==> src/rtl/mdu_pkg.sv <==
// Shared types and constants for the
// iterative multiply/divide unit.
package mdu_pkg;

    typedef enum logic [1:0] {
        MD_MULT  = 2'b00,
        MD_MULTU = 2'b01,
        MD_DIV   = 2'b10,
        MD_DIVU  = 2'b11
    } md_op_e;

    typedef enum logic [1:0] {
        IDLE,
        MUL,
        DIV,
        FIXUP
    } md_state_e;

    localparam logic [5:0] FUNCT_MFHI  = 6'h10;
    localparam logic [5:0] FUNCT_MFLO  = 6'h12;
    localparam logic [5:0] FUNCT_MULT  = 6'h18;
    localparam logic [5:0] FUNCT_MULTU = 6'h19;
    localparam logic [5:0] FUNCT_DIV   = 6'h1A;
    localparam logic [5:0] FUNCT_DIVU  = 6'h1B;

    function automatic logic op_is_div(input md_op_e op);
        return op[1];
    endfunction

    function automatic logic op_is_signed(input md_op_e op);
        return !op[0];
    endfunction

endpackage

==> src/rtl/muldiv_unit_if.sv <==
// Execute/Decode-side bundle for the
// multiply/divide unit.
interface muldiv_unit_if #(
    parameter int WIDTH = 32
);
    logic             startE;
    logic [1:0]       opE;
    logic [WIDTH-1:0] srcaE;
    logic [WIDTH-1:0] srcbE;
    logic             hiloreadD;
    logic             mdstartD;
    logic             stallmd;
    logic             busy;
    logic             done;
    logic [WIDTH-1:0] hi;
    logic [WIDTH-1:0] lo;

    modport master (
        output startE, opE, srcaE, srcbE,
        output hiloreadD, mdstartD,
        input  stallmd, busy, done, hi, lo
    );

    modport slave (
        input  startE, opE, srcaE, srcbE,
        input  hiloreadD, mdstartD,
        output stallmd, busy, done, hi, lo
    );
endinterface

==> src/rtl/mdu_step.sv <==
// One shift-add multiply or restoring
// divide iteration on the {hi,lo} pair.
module mdu_step #(
    parameter int WIDTH = 32
) (
    input  logic             i_div,
    input  logic [WIDTH-1:0] i_hi,
    input  logic [WIDTH-1:0] i_lo,
    input  logic [WIDTH-1:0] i_opnd,
    output logic [WIDTH-1:0] o_hi,
    output logic [WIDTH-1:0] o_lo
);
    logic [WIDTH:0]   w_sum;
    logic [WIDTH:0]   w_shl;
    logic [WIDTH-1:0] w_sub;
    logic             w_ge;

    // Mul: add-if-LSB then shift right; div: shift left, trial subtract.
    always_comb begin
        w_sum = {1'b0, i_hi}
              + (i_lo[0] ? {1'b0, i_opnd} : {(WIDTH+1){1'b0}});
        w_shl = {i_hi, i_lo[WIDTH-1]};
        w_ge  = (w_shl >= {1'b0, i_opnd});
        w_sub = w_shl[WIDTH-1:0] - i_opnd;
        o_hi  = w_sum[WIDTH:1];
        o_lo  = {w_sum[0], i_lo[WIDTH-1:1]};
        if (i_div) begin
            if (w_ge) begin
                o_hi = w_sub;
                o_lo = {i_lo[WIDTH-2:0], 1'b1};
            end else begin
                o_hi = w_shl[WIDTH-1:0];
                o_lo = {i_lo[WIDTH-2:0], 1'b0};
            end
        end
    end
endmodule

==> src/rtl/muldiv_unit.sv <==
// Iterative multiply/divide unit with
// HI/LO registers beside the Execute ALU.
module muldiv_unit
    import mdu_pkg::*;
#(
    parameter int WIDTH = 32
) (
    input logic          clk,
    input logic          reset,
    muldiv_unit_if.slave md
);
    localparam int CW = $clog2(WIDTH) + 1;

    md_state_e        r_state;
    md_state_e        w_next;
    logic             r_isdiv;
    logic             r_sa;
    logic             r_sb;
    logic             r_dvz;
    logic [CW-1:0]    r_cnt;
    logic [WIDTH-1:0] r_acc_hi;
    logic [WIDTH-1:0] r_acc_lo;
    logic [WIDTH-1:0] r_opnd;
    logic [WIDTH-1:0] r_hi;
    logic [WIDTH-1:0] r_lo;
    logic             r_done;

    md_op_e           w_op;
    logic             w_div_in;
    logic             w_dvz_in;
    logic             w_a_neg;
    logic             w_b_neg;
    logic [WIDTH-1:0] w_a_mag;
    logic [WIDTH-1:0] w_b_mag;
    logic             w_last;
    logic [WIDTH-1:0] w_step_hi;
    logic [WIDTH-1:0] w_step_lo;
    logic [2*WIDTH-1:0] w_prod;
    logic [WIDTH-1:0] w_quot;
    logic [WIDTH-1:0] w_rem;
    logic [WIDTH-1:0] w_fix_hi;
    logic [WIDTH-1:0] w_fix_lo;

    // Operand decode: signed ops take magnitudes of negative inputs.
    always_comb begin
        w_op     = md_op_e'(md.opE);
        w_div_in = op_is_div(w_op);
        w_dvz_in = w_div_in && (md.srcbE == '0);
        w_a_neg  = op_is_signed(w_op) && md.srcaE[WIDTH-1];
        w_b_neg  = op_is_signed(w_op) && md.srcbE[WIDTH-1];
        w_a_mag  = w_a_neg ? -md.srcaE : md.srcaE;
        w_b_mag  = w_b_neg ? -md.srcbE : md.srcbE;
        w_last   = (r_cnt == CW'(WIDTH - 1));
    end

    mdu_step #(
        .WIDTH (WIDTH)
    ) u_step (
        .i_div  (r_isdiv),
        .i_hi   (r_acc_hi),
        .i_lo   (r_acc_lo),
        .i_opnd (r_opnd),
        .o_hi   (w_step_hi),
        .o_lo   (w_step_lo)
    );

    // Sign/zero fixup of the finished magnitude result.
    always_comb begin
        w_prod   = {r_acc_hi, r_acc_lo};
        w_quot   = (r_sa ^ r_sb) ? -r_acc_lo : r_acc_lo;
        w_rem    = r_sa ? -r_acc_hi : r_acc_hi;
        if (r_sa ^ r_sb) begin
            w_prod = -w_prod;
        end
        w_fix_hi = w_prod[2*WIDTH-1:WIDTH];
        w_fix_lo = w_prod[WIDTH-1:0];
        if (r_dvz) begin
            w_fix_hi = r_acc_hi;
            w_fix_lo = '1;
        end else if (r_isdiv) begin
            w_fix_hi = w_rem;
            w_fix_lo = w_quot;
        end
    end

    // Next-state selection for the sequencer.
    always_comb begin
        w_next = r_state;
        unique case (r_state)
            IDLE: begin
                if (md.startE) begin
                    if (!w_div_in) begin
                        w_next = MUL;
                    end else if (w_dvz_in) begin
                        w_next = FIXUP;
                    end else begin
                        w_next = DIV;
                    end
                end
            end
            MUL:     if (w_last) w_next = FIXUP;
            DIV:     if (w_last) w_next = FIXUP;
            FIXUP:   w_next = IDLE;
            default: w_next = IDLE;
        endcase
    end

    // State register.
    always_ff @(posedge clk or posedge reset) begin
        if (reset) begin
            r_state <= IDLE;
        end else begin
            r_state <= w_next;
        end
    end

    // Operand latch, iteration datapath and HI/LO commit.
    always_ff @(posedge clk or posedge reset) begin
        if (reset) begin
            r_isdiv  <= 1'b0;
            r_sa     <= 1'b0;
            r_sb     <= 1'b0;
            r_dvz    <= 1'b0;
            r_cnt    <= '0;
            r_acc_hi <= '0;
            r_acc_lo <= '0;
            r_opnd   <= '0;
            r_hi     <= '0;
            r_lo     <= '0;
            r_done   <= 1'b0;
        end else begin
            r_done <= (r_state == FIXUP);
            unique case (r_state)
                IDLE: begin
                    if (md.startE) begin
                        r_isdiv <= w_div_in;
                        r_sa    <= w_a_neg;
                        r_sb    <= w_b_neg;
                        r_dvz   <= w_dvz_in;
                        r_cnt   <= '0;
                        if (w_div_in) begin
                            r_acc_hi <= w_dvz_in ? md.srcaE : '0;
                            r_acc_lo <= w_a_mag;
                            r_opnd   <= w_b_mag;
                        end else begin
                            r_acc_hi <= '0;
                            r_acc_lo <= w_b_mag;
                            r_opnd   <= w_a_mag;
                        end
                    end
                end
                MUL, DIV: begin
                    r_acc_hi <= w_step_hi;
                    r_acc_lo <= w_step_lo;
                    r_cnt    <= r_cnt + 1'b1;
                end
                FIXUP: begin
                    r_hi <= w_fix_hi;
                    r_lo <= w_fix_lo;
                end
                default: ;
            endcase
        end
    end

    // Status and stall outputs.
    always_comb begin
        md.busy    = (r_state != IDLE);
        md.stallmd = md.busy && (md.hiloreadD || md.mdstartD);
        md.done    = r_done;
        md.hi      = r_hi;
        md.lo      = r_lo;
    end
endmodule

==> src/flat_wrapper.sv <==
// flat-port wrapper written by rule: the top's interface ports become plain ports
module muldiv_unit_flat import mdu_pkg::*;
#(
    parameter int WIDTH = 32
)
  (clk, reset, md_startE, md_opE, md_srcaE, md_srcbE, md_hiloreadD, md_mdstartD, md_stallmd, md_busy, md_done, md_hi, md_lo);
  muldiv_unit_if #(.WIDTH(WIDTH)) md_i ();
  input logic clk;
  input logic reset;
  input wire logic [$bits(md_i.startE)-1:0] md_startE;
  input wire logic [$bits(md_i.opE)-1:0] md_opE;
  input wire logic [$bits(md_i.srcaE)-1:0] md_srcaE;
  input wire logic [$bits(md_i.srcbE)-1:0] md_srcbE;
  input wire logic [$bits(md_i.hiloreadD)-1:0] md_hiloreadD;
  input wire logic [$bits(md_i.mdstartD)-1:0] md_mdstartD;
  output wire logic [$bits(md_i.stallmd)-1:0] md_stallmd;
  output wire logic [$bits(md_i.busy)-1:0] md_busy;
  output wire logic [$bits(md_i.done)-1:0] md_done;
  output wire logic [$bits(md_i.hi)-1:0] md_hi;
  output wire logic [$bits(md_i.lo)-1:0] md_lo;
  assign md_i.startE = md_startE;
  assign md_i.opE = md_opE;
  assign md_i.srcaE = md_srcaE;
  assign md_i.srcbE = md_srcbE;
  assign md_i.hiloreadD = md_hiloreadD;
  assign md_i.mdstartD = md_mdstartD;
  assign md_stallmd = md_i.stallmd;
  assign md_busy = md_i.busy;
  assign md_done = md_i.done;
  assign md_hi = md_i.hi;
  assign md_lo = md_i.lo;
  muldiv_unit #(.WIDTH(WIDTH)) u_core (.clk(clk), .reset(reset), .md(md_i));
endmodule
==> config.mk <==
export PLATFORM = sky130hd
export DESIGN_NAME = muldiv_unit_flat
export DESIGN_NICKNAME = d
export VERILOG_FILES = /design/src/rtl/mdu_pkg.sv /design/src/rtl/muldiv_unit_if.sv /design/src/rtl/mdu_step.sv /design/src/rtl/muldiv_unit.sv /design/src/flat_wrapper.sv
export SDC_FILE = /design/constraint.sdc
export NUM_CORES = 1
export LEC_CHECK = 0
export CAP_MARGIN = 10
export CORE_MARGIN = 5
export CORE_UTILIZATION = 50
export DETAILED_ROUTE_END_ITERATION = 7
export HOLD_SLACK_MARGIN = 0.15
export PLACE_DENSITY = 0.77
export SYNTH_ARGS = -nofsm -noshare
export SYNTH_HDL_FRONTEND = slang
export SYNTH_SLANG_ARGS = --single-unit
==> constraint.sdc <==
create_clock -name clk -period 5.98 [get_ports clk]
set_input_delay 1.196 -clock clk [delete_from_list [all_inputs] [get_ports clk]]
set_output_delay 1.196 -clock clk [all_outputs]
set_load 0.01 [all_outputs]
### After elaboration in Yosys (flattened, before gate mapping)

Index checks and enable logic that the tools add are counted.

* $add $sub $neg: 8
* $mul: 0
* div/mod/pow operators: 0
* order comparisons: 1
* eq/ne operators: 6
* shifts and indexed selects: 0
* multiplexer cells: 29
* bitwise operators: 1
* reduce and logical (&&, ||, !) cells: 14

Operators with widths (number)
* two-way mux 32 bit: 18
* negation 32 bit: 4
* one-hot mux 32 bit (2 select lines): 2
* two-way mux 64 bit: 1
* negation 64 bit: 1
* adder 32 x 33 -> 33 bit: 1
* greater-or-equal comparator 33 x 32 -> 1 bit: 1
* logical NOT 32 bit: 1
* subtractor 32 bit: 1
* one-hot mux 6 bit (2 select lines): 1
* adder 6 x 1 -> 6 bit (second input constant): 1
* equality test 6 x 5 -> 1 bit (second input constant): 1
* two-way mux 2 bit: 3
* two-way mux 6 bit: 1
* one-hot mux 2 bit (3 select lines): 1
* AND reduction 2 bit: 3
* equality test 2 bit (second input constant): 2
* logical AND 1 bit: 4
* nonzero test 2 bit: 2
* equality test 2 x 1 -> 1 bit (second input constant): 1
* logical NOT 2 bit: 1
* two-way mux 1 bit: 2
* inequality test 2 x 1 -> 1 bit (second input constant): 1
* inequality test 2 bit (second input constant): 1
* other kinds (4): 4

* register bits: 173
* bits in latches: 0
* RAM bits: 0
* bits in read-only memories: 0
* logic and storage cells: 71
* memories kept: 0

### Longest topological paths before layout

* word-level depth: 6
* depth in mapped cells: 15
* depth with buffers taken out: 13

### Cells and area by module

Synthesis repeated with hierarchy kept, for this count alone.

* cells, all modules: 2041
* area total of the unflattened synthesis: 15931.5 µm²

By module, submodules not included
* muldiv_unit: times used 1, cells each 1340, area an instance 11203.2 µm², seq. area each 4329.2 µm²
* mdu_step: times used 1, cells each 701, area an instance 4728.3 µm², seq. area each 0.0 µm²

### Least setup slack after synthesis

OpenSTA, ideal clock, no wires.

* kind: input to register
* start point: in md_srcaE[8]
* end point: reg u_core.r_acc_lo[20]
* library setup time: 0.065 ns
* arrival time: 3.505 ns
* slack: 2.410 ns
* stages: 9
* buffers on the path: 0
* cells stage by stage: or4_1 nor4_1 nor3b_1 nand2_1 o31ai_1 xnor2_1 nor2_1 a211oi_1 o22a_1

* longest elaborated chain between the ends: 5

RTL lines
* from (decl): RTL line flat_wrapper.sv:12 `input wire logic [$bits(md_i.srcaE)-1:0] md_srcaE;`
* negation 32 bit: RTL line muldiv_unit.sv:51 `w_a_mag = w_a_neg ? -md.srcaE : md.srcaE;`
* two-way mux 32 bit: RTL line muldiv_unit.sv:51
* two-way mux 32 bit: RTL line muldiv_unit.sv:141 `if (w_div_in) begin`
* two-way mux 32 bit: RTL line muldiv_unit.sv:135 `if (md.startE) begin`
* one-hot mux 32 bit (2 select lines): RTL line muldiv_unit.sv:133 `unique case (r_state)`
* to (signal assigned): RTL line muldiv_unit.sv:143 `r_acc_lo <= w_a_mag;`
* to (signal assigned): RTL line muldiv_unit.sv:147 `r_acc_lo <= w_b_mag;`
* to (signal assigned): RTL line muldiv_unit.sv:154 `r_acc_lo <= w_step_lo;`
* to (decl): RTL line muldiv_unit.sv:22 `logic [WIDTH-1:0] r_acc_lo;`

No other way between the ends. The select of a mux whose other input is x is not followed.
A chain may end at the register's enable or synchronous reset.

### Worst setup path in the final report

* start point: in md_srcaE[8]
* end point: reg u_core.r_opnd[29]

* longest elaborated chain between the ends: 3

RTL lines
* negation 32 bit: RTL line muldiv_unit.sv:51
* two-way mux 32 bit: RTL line muldiv_unit.sv:51
* two-way mux 32 bit: RTL line muldiv_unit.sv:141
* to (signal assigned): RTL line muldiv_unit.sv:144 `r_opnd <= w_b_mag;`
* to (signal assigned): RTL line muldiv_unit.sv:148 `r_opnd <= w_a_mag;`
* to (decl): RTL line muldiv_unit.sv:23 `logic [WIDTH-1:0] r_opnd;`

No other way between the ends.

==> results.json <==
{
  "outcome": "finished, final reports clean",
  "routabilityCongestion": 0.979,
  "worst-path-max-fanout": 5,
  "clock-sinks": 173,
  "io_buffer_count": 137,
  "rrSetupSlack_ns": 1.67,
  "post-route-util_pct": 58.0,
  "synth_async_sr_flop_share_pct": 100,
  "finalHoldViolations": 0,
  "worst-path-buf-inv": 1,
  "grt_max_degree": 102,
  "synth_top_area_share_pct": 28.8,
  "grt_pass1_vias": 14720,
  "ctsRootBufferMaster": "clkbuf_16",
  "worstSkewPairLatency_ns": 0.45,
  "holdWs_ns": 0.484,
  "finalSetupViolations": 0,
  "p_per_area_nw_per_um2": 701,
  "die_area_um2": 33600,
  "swShare_pct": 52.5,
  "grt_use_total_pct": 31.5,
  "post-dp-hpwl_um": 40900,
  "synth_ff_type": "dfrtp_1",
  "drive_above_1_share_pct": 6.25,
  "netlist_area_um2": 15000,
  "cts_buffers": 17,
  "synth_edf_count": 0,
  "maxCapViolations": 0,
  "worstSetupStartpointType": "primary input",
  "route.detailed.drc": 0,
  "ctsHoldBuffers": 0,
  "wl_um": 54000,
  "worstHoldStart": "u_core.r_opnd[5]$_DFFE_PP0P_",
  "slowest_stage": "or4_1",
  "cp_cell_sequence": "clkdlybuf4s50_1 -> or4_1 -> nor4_1 -> nor3b_1 -> nand2_1 -> nor3_1 -> a21oi_1 -> xnor2_1 -> o21ai_0 -> mux2_2",
  "start_util_pct": 50.7,
  "clkPwrFrac_pct": 9.3,
  "vias": 15317,
  "htree_levels": 4,
  "synth_top_cells_by_count": "nor2_1 (284), a21oi_1 (262), dfrtp_1 (173)",
  "row_count": 63,
  "die_h_um": 183,
  "period_needed_ns": 4.45,
  "seqPwrFrac_pct": 21.5,
  "worstPathArrival_ns": 4.79,
  "path_clk_slew_ns": 0.08,
  "finalSetupTns_ns": 0,
  "grt_setup_unrepaired": "false",
  "dpl-instance-area_um2": 16600,
  "netlist_instances": 1962,
  "tightest_slew_ns": 1.18,
  "first_pass_iters": 7,
  "wl_per_cell_um": 22.3,
  "die_x_um": 183,
  "worstSetupStartpoint": "md_srcaE[8]",
  "synth_most_common_cell": "nor2_1",
  "clock_path_buffers": 2,
  "fin_skew_ns": 0.0226,
  "overflow": 0,
  "p_leak_nw": 7.16,
  "grt_antenna_before_repair": 1,
  "crit_family": "simple AND/OR/NAND/NOR gates",
  "via_per_inst": 6.32,
  "io_pins": 138,
  "intPower_mw": 5.73,
  "synth_top_cell_by_area": "dfrtp_1",
  "max_slew_margin_pct": 20.8,
  "cts_tree": "built",
  "synth_top_cells_by_area": "dfrtp_1 (29%), a21oi_1 (8.7%), nor2_1 (7.1%), xnor2_1 (6.0%), ha_1 (5.9%)",
  "worstPathRequired_ns": 6.32,
  "area_growth_pct": 14.5,
  "fmax_ghz": 0.225,
  "fin_nets": 2165,
  "cts_setup_buffers": 0,
  "p_switching_mw": 6.33,
  "p_comb_share_pct": 69.2,
  "final_area_um2": 17200,
  "synth_cell_types": 76,
  "ys_seq_area_share_pct": 28.8,
  "antenna_left": 0,
  "end_kind": "flip-flop",
  "maxSlewViolCount": 0,
  "ys_seq_elements": 173,
  "crit_path_max_incr_delay_ns": 0.65,
  "post_cts_resized": 0,
  "hold_path.class": "reg2reg",
  "syn_avg_cell_area_um2": 7.65,
  "yosys_warnings": 0,
  "coreArea_um2": 29600,
  "vdd.ir_drop.worst_mv": 0.357,
  "grt_pass1_wl_um": 83200,
  "finalCritPeriodShare_pct": 74.3,
  "drt_iter0_markers": 1599,
  "synth_nets": 2106,
  "regToRegStartpoint": "u_core.r_acc_hi[20]$_DFFE_PP0P_",
  "path_class": "in2reg"
}
==> registers in the layout, summed over array words and instances, names as in the netlist <==
register / cells
u_core.md.done: 1
u_core.md.hi: 32
u_core.md.lo: 32
u_core.r_acc_hi: 32
u_core.r_acc_lo: 32
u_core.r_cnt: 6
u_core.r_dvz: 1
u_core.r_isdiv: 1
u_core.r_opnd: 32
u_core.r_sa: 1
u_core.r_sb: 1
u_core.r_state: 2
==> logic make-up after synthesis <==
kind of cell	Yosys count	synth area share (%)
simple gates	659	20.3
xor+xnor	179	10.4
compound gates	629	25.1
fa+ha+maj	73	6.18
mux	59	4.24
flops	173	28.8
buf+inv	190	4.87
==> power groups by stage <==
| stage | Clock, mW | Combinational, mW | Sequential (mW) |
|---|---|---|---|
| finish | 1.12 | 8.35 | 2.59 |
| global route | 1.18 | 9.11 | 2.65 |
| CTS | 1.13 | 8.23 | 2.55 |
| detailed placement | 0 | 8.17 | 2.57 |
| global placement | 0 | 8.09 | 2.55 |
| floorplan | 0 | 5.93 | 2.26 |
==> worst min-delay path, stage by stage, from the launching register on <==
cell     delay (ns)
dfrtp_1        0.34
nand2_1        0.05
o21ai_0        0.06
==> layout by cell type, fill, tap and decap left out, types with 10 or more instances in the layout <==
cell               n
nor2_1           284
a21oi_1          261
dfrtp_1          172
nand2_1          165
o21ai_0          148
clkdlybuf4s50_1  136
xnor2_1          102
xor2_1            77
ha_1              69
inv_1             63
nor3_1            42
mux2_2            37
a211oi_1          35
a21o_1            29
nand3_1           28
buf_4             28
a31oi_1           24
mux2i_1           22
nor4_1            20
and3_1            20
o211ai_1          17
clkbuf_16         17
o31ai_1           16
nand4_1           16
nand2b_1          14
nor2b_1           13
a221oi_1          10
==> final timing paths <==
path                                             endpoint  cells past startpoint
min in group asynchronous    u_core.md.lo[21]$_DFFE_PP0P_                      2
hold reg to reg              u_core.r_opnd[5]$_DFFE_PP0P_                      2
max in group asynchronous      u_core.r_isdiv$_DFFE_PP0P_                      3
hold / removal               u_core.r_opnd[5]$_DFFE_PP0P_                      2
setup reg to reg           u_core.r_acc_hi[8]$_DFFE_PP0P_                     13
setup / recovery            u_core.r_opnd[29]$_DFFE_PP0P_                     10
==> stage by stage <==
stage	instances	setup slack, ns	power (mW)
2_1_floorplan	1962	0.0955	8.19
3_3_place_gp	2391	1.31	10.6
3_5_place_dp	2391	1.19	10.7
4_1_cts	2422	1.66	11.9
5_1_grt	2424	1.35	12.9
6_report	2424	1.53	12.1
==> cell type report <==
type                       count  area, µm²
fill                        2814      12400
antenna                        1       2.50
multi-input combinational   1599       9980
clock inverter                12        125
tap                          390        488
clock buffer                  19        443
sequential                   173       4330
timing repair buffer         165       1580
inverter                      65        249
==> routing by layer <==
layer	part of all wire, %	routed length, µm	GRT usage [%]	up-vias
li1	-	-	-	7141
met1	40	21400	40.6	7262
met2	45	24500	49.5	752
met3	9.0	4870	6.74	162
met4	6.0	3220	17.1	0
met5	0	0	0	-
No activity file was read; power rests on OpenSTA's default activity.
